### config.mk
export PLATFORM = sky130hd
export DESIGN_NAME = vga_scanout
export DESIGN_NICKNAME = d
export VERILOG_FILES = /design/src/rtl/vga_scanout.sv
export SDC_FILE = /design/constraint.sdc
export NUM_CORES = 1
export LEC_CHECK = 0
export ABC_AREA = 1
export CORE_MARGIN = 2
export CORE_UTILIZATION = 55
export CTS_BUF_LIST = sky130_fd_sc_hd__clkbuf_8
export DETAILED_ROUTE_END_ITERATION = 10
export GPL_TIMING_DRIVEN = 1
export PLACE_DENSITY_LB_ADDON = 0.25
export SLEW_MARGIN = 0
export SYNTH_ARGS = -nofsm -noshare
export SYNTH_HDL_FRONTEND = slang
export SYNTH_SLANG_ARGS = --single-unit
export TNS_END_PERCENT = 30
### constraint.sdc
create_clock -name clk -period 3.3 [get_ports clk]
set_input_delay 0.33 -clock clk [delete_from_list [all_inputs] [get_ports clk]]
set_output_delay 0.33 -clock clk [all_outputs]
set_load 0.02 [all_outputs]
### src/rtl/vga_scanout.sv
// vga_scanout: read side of the 2x line-pair scaler.
// Generates 640x480 VGA timing, drives the scaler read address and restart
// requests, frames the 512-wide scaled image with a border colour and
// optionally darkens odd output lines.
//
// Ports:
//   clk          pixel clock, one pixel per cycle
//   reset        synchronous reset, active-high
//   scanlines    1 = halve intensity on odd output lines
//   scaler_pixel scaler output {b,g,r}, valid one cycle after read_x
//   read_x       scaler read address {line-in-pair, x[8:0]} (combinational)
//   reset_line   scaler line restart request (registered)
//   reset_frame  scaler frame restart request (registered)
//   vga_r/g/b    5-bit colour channels
//   vga_hs/vs    active-low syncs
//   vga_de       visible-area data enable
module vga_scanout #(
  parameter int unsigned H_ACTIVE = 640,
  parameter int unsigned H_FP     = 16,
  parameter int unsigned H_SYNC   = 96,
  parameter int unsigned H_BP     = 48,
  parameter int unsigned V_ACTIVE = 480,
  parameter int unsigned V_FP     = 10,
  parameter int unsigned V_SYNC   = 2,
  parameter int unsigned V_BP     = 33,
  parameter int unsigned IMG_LEFT = 64,
  parameter logic [14:0] BORDER   = 15'h0000
) (
  input  logic        clk,
  input  logic        reset,
  input  logic        scanlines,
  input  logic [14:0] scaler_pixel,
  output logic [9:0]  read_x,
  output logic        reset_line,
  output logic        reset_frame,
  output logic [4:0]  vga_r,
  output logic [4:0]  vga_g,
  output logic [4:0]  vga_b,
  output logic        vga_hs,
  output logic        vga_vs,
  output logic        vga_de
);

  localparam int unsigned CW       = 10;
  localparam int unsigned IMG_W    = 512;
  localparam int unsigned H_TOTAL  = H_ACTIVE + H_FP + H_SYNC + H_BP;
  localparam int unsigned V_TOTAL  = V_ACTIVE + V_FP + V_SYNC + V_BP;
  localparam int unsigned HS_START = H_ACTIVE + H_FP;
  localparam int unsigned HS_END   = H_ACTIVE + H_FP + H_SYNC;
  localparam int unsigned VS_START = V_ACTIVE + V_FP;
  localparam int unsigned VS_END   = V_ACTIVE + V_FP + V_SYNC;

  logic [CW-1:0] hcnt_q, hcnt_d;
  logic [CW-1:0] vcnt_q, vcnt_d;

  // stage 1: region flags aligned with the scaler's registered pixel
  logic vis1_q, img1_q, hs1_q, vs1_q, odd1_q;
  // stage 2: output pins
  logic        hs2_q, vs2_q, de2_q;
  logic [14:0] rgb2_q;
  logic        rl_q, rf_q;

  logic        visible_c, img_c, hs_n_c, vs_n_c, rl_c, rf_c;
  logic [8:0]  x_off_c;
  logic [14:0] base_c, col_c;

  // raster counters: hcnt wraps every line, vcnt advances on each hcnt wrap
  always_comb begin
    hcnt_d = hcnt_q + CW'(1);
    vcnt_d = vcnt_q;
    if (hcnt_q == CW'(H_TOTAL - 1)) begin
      hcnt_d = '0;
      if (vcnt_q == CW'(V_TOTAL - 1)) begin
        vcnt_d = '0;
      end else begin
        vcnt_d = vcnt_q + CW'(1);
      end
    end
  end

  // region decode at the current counter state
  always_comb begin
    visible_c = (hcnt_q < CW'(H_ACTIVE)) && (vcnt_q < CW'(V_ACTIVE));
    img_c     = visible_c && (hcnt_q >= CW'(IMG_LEFT)) && (hcnt_q < CW'(IMG_LEFT + IMG_W));
    hs_n_c    = !((hcnt_q >= CW'(HS_START)) && (hcnt_q < CW'(HS_END)));
    vs_n_c    = !((vcnt_q >= CW'(VS_START)) && (vcnt_q < CW'(VS_END)));
    // line restart spans the blanking of every odd visible line, plus the
    // last line of the frame to prime the scaler for line 0
    rl_c      = (hcnt_q >= CW'(H_ACTIVE)) &&
                ((vcnt_q[0] && (vcnt_q < CW'(V_ACTIVE))) || (vcnt_q == CW'(V_TOTAL - 1)));
    rf_c      = (vcnt_q >= CW'(VS_START)) && (vcnt_q < CW'(VS_END));
  end

  // scaler read address, parked at x=0 outside the image window
  assign x_off_c = 9'(hcnt_q - CW'(IMG_LEFT));
  assign read_x  = {vcnt_q[0], img_c ? x_off_c : 9'd0};

  // colour select, then optional scanline halving (zero-filled per channel)
  always_comb begin
    base_c = 15'd0;
    if (img1_q) begin
      base_c = scaler_pixel;
    end else if (vis1_q) begin
      base_c = BORDER;
    end
    col_c = base_c;
    if (scanlines && odd1_q && vis1_q) begin
      col_c = {1'b0, base_c[14:11], 1'b0, base_c[9:6], 1'b0, base_c[4:1]};
    end
  end

  always_ff @(posedge clk) begin
    if (reset) begin
      hcnt_q <= '0;
      vcnt_q <= '0;
      vis1_q <= 1'b0;
      img1_q <= 1'b0;
      hs1_q  <= 1'b1;
      vs1_q  <= 1'b1;
      odd1_q <= 1'b0;
      hs2_q  <= 1'b1;
      vs2_q  <= 1'b1;
      de2_q  <= 1'b0;
      rgb2_q <= 15'd0;
      rl_q   <= 1'b0;
      rf_q   <= 1'b0;
    end else begin
      hcnt_q <= hcnt_d;
      vcnt_q <= vcnt_d;
      vis1_q <= visible_c;
      img1_q <= img_c;
      hs1_q  <= hs_n_c;
      vs1_q  <= vs_n_c;
      odd1_q <= vcnt_q[0];
      hs2_q  <= hs1_q;
      vs2_q  <= vs1_q;
      de2_q  <= vis1_q;
      rgb2_q <= col_c;
      rl_q   <= rl_c;
      rf_q   <= rf_c;
    end
  end

  assign vga_r       = rgb2_q[4:0];
  assign vga_g       = rgb2_q[9:5];
  assign vga_b       = rgb2_q[14:10];
  assign vga_hs      = hs2_q;
  assign vga_vs      = vs2_q;
  assign vga_de      = de2_q;
  assign reset_line  = rl_q;
  assign reset_frame = rf_q;

endmodule
==> metrics.yaml <==
clkTransAtPathRegs_ps: 80
cp_top_family: "buffers and inverters"
yosys_most_used_dff: "dfxtp_1"
start_kind: "register"
worstSetupPathType: "register to output port"
hold_viol_final: 0
die_area_um2: 4393
holdCritPathClass: "register to register"
numPortBuffers: 47
synthesis.area_um2: 2133
cts_made_buffers: 5
layout-drive-gt1-share_pct: 8.798
cts_sinks: 45
setup_viol: 0
diodes: 0
avgSynthCellArea_um2: 7.232
drv_cap: 0
hold_path_end: "vga_vs$_SDFF_PP1_"
nNetsFinal: 367
path_max_fanout: 10
tns_ps: 0
ctsHoldBuffers: 0
initial_core_util_pct: 57.84
critical_path_arrival_ps: 2290
worst_path_most_repeated_cell: "inv_1"
place_congestion: 0.8532
worstReg2RegStart: "vis1_q$_SDFF_PP0_"
ys_seq_area_share_pct: 42.23
syn_nets: 322
die_x_um: 66.28
synth_xor_area_share_pct: 2.874
largest-register: "rgb2_q"
routed_wl_um: 4426
dp_hpwl_um: 3269
synth_compound_gate_area_share_pct: 8.798
final_common_cell: "nor2_1"
maxSlewHeadroom_pct: 46.99
synth-adder-area-share_pct: 5.279
cp.required_ps: 2970
grt_pass1_wl_um: 7210
cp_slowest_cell: "clkdlybuf4s50_1"
ant_nets: 0
fin_crit_ps: 2618
rr_endpoint: "rgb2_q[11]$_SDFF_PP0_"
synthMuxAreaShare_pct: 0
viasPerCell: 4.964
htreeDepth: 2
route.vias.total: 1931
status: "completed"
p_per_area_nw_per_um2: 373.2
worst-r2r-setup-slack_ps: 1790
fin_util_pct: 74.05
syn_inst: 295
yosys_register_bits: 45
endpoint_kind: "output port"
finClkSkew_ps: 11.17
yosys_warnings: 0
crit_chain: "inv_1, ha_1, inv_1, o21ai_0, nand3b_4, nor2_1, clkdlybuf4s50_1"
slew_viol_final: 0
cts_tree: "yes"
io_pins: 48
coreArea_um2: 3689
grt_pass1_vias: 1670
grt_max_degree: 26
final_cell_mix: "nor2_1 (61), nand2_1 (58), clkdlybuf4s50_1 (47)"
area_growth_pct: 28.04
synth_top_family_by_area: "simple AND/OR/NAND/NOR gates"
antenna_found_initial: 0
fmax_ghz: 0.3820
num_rows: 22
rsz0062_at_grt: "false"
max-vdd-ir-drop_mv: 0.2222
hp-start: "vs1_q$_SDFF_PP1_"
crit_buf_inv: 3
largest_register_ffs: 15
synthSimpleGateAreaFrac_pct: 32.43
drc: 0
ctsRootBufferMaster: "clkbuf_8"
async_reset_ff_share_pct: 0
reg.largest.list: "rgb2_q x15, hcnt_q x10, vcnt_q x10"
yosys.cell_types.count: 32
first_pass_iters: 4
tightestPinTransition_ps: 792.9
clk_path_buf_depth: 2
postCtsSetupRepairBufs: 0
synth-edff-count: 0
p_leak_nw: 1.118
min_path_cells: 1
clkLatencyLatePin_ps: 310
wl_per_cell_um: 11.38
crit_path_max_incr_delay_ps: 610
grtUsageTotal_pct: 21.53
fillCellCount: 291
ctsResizeCount: 0
drt_iter0_drc: 158
die_h_um: 66.28
overflow: 0
period_share_pct: 79.33
r2r_cells: 3
-- worst max path at each step --
stage / startpoint / to / slack, ps / cells past startpoint
after global placement: hcnt_q[6]$_SDFF_PP0_ / read_x[8] / 1090 / 7
final: hcnt_q[6]$_SDFF_PP0_ / read_x[4] / 680 / 7
after floorplan: hcnt_q[6]$_SDFF_PP0_ / read_x[0] / 1560 / 6
after detailed placement: hcnt_q[6]$_SDFF_PP0_ / read_x[1] / 1020 / 7
after global routing: hcnt_q[6]$_SDFF_PP0_ / read_x[1] / 520 / 7
after CTS: hcnt_q[6]$_SDFF_PP0_ / read_x[4] / 660 / 7
-- synth_stat cells, types with 4 or more instances --
master | n | area, µm²
ha_1 | 9 | 112.6
a21oi_1 | 16 | 80.08
nor3_1 | 4 | 20.02
nand4_1 | 4 | 25.02
inv_2 | 5 | 18.77
inv_1 | 28 | 105.1
xor2_1 | 6 | 52.55
o21ai_0 | 10 | 50.05
dfxtp_1 | 45 | 900.9
nand3_1 | 15 | 75.07
clkbuf_1 | 5 | 18.77
nand2_2 | 4 | 25.02
nor2_1 | 61 | 229.0
nand2_1 | 58 | 217.7
-- where the power goes --
group | total, W | switching (W) | internal [W]
Clock | 0.000422 | 0.000195 | 0.000227
Combinational | 0.0000472 | 0.0000219 | 0.0000253
Sequential | 0.000550 | 0.00000361 | 0.000547
-- layer usage --
metal	up-vias	global-route usage (%)	part of all wire (%)
li1	1010	-	-
met1	856	25.21	45
met2	53	36.13	48
met3	12	4.770	4.4
met4	0	11.99	2.3
met5	-	0	0
-- final cells by class --
class / count / area (µm²) / share of cell area, %
Multi-Input combinational cell: 207 / 1054 / 38.57
Sequential cell: 45 / 900.9 / 32.98
Timing Repair Buffer: 48 / 478.0 / 17.50
Inverter: 33 / 123.9 / 4.535
Clock buffer: 5 / 68.82 / 2.519
Tap cell: 48 / 60.06 / 2.199
Clock inverter: 3 / 46.29 / 1.695
-- stage by stage --
stage               power [W]  area [µm²]  hold slack (ps)  worst slack (ps)  std cells
floorplan           0.0005814        2133            389.5              1558        295
global placement    0.0006089        2616            390.9              1091        381
detailed placement  0.0006107        2616            398.8              1019        381
CTS                  0.001030        2731            419.8             658.8        389
global route         0.001056        2731            444.9             519.4        389
finish               0.001019        2731            417.1             682.0        389
-- cell families (layout without fill, tap and decap cells) --
| family | after synthesis | count (layout) |
|---|---|---|
| fa+ha+maj | 9 | 9 |
| buf+inv | 43 | 89 |
| xor+xnor | 7 | 7 |
| flops | 45 | 45 |
| simple gates | 157 | 157 |
| compound gates | 34 | 34 |
(Power assumes the default switching activity.)
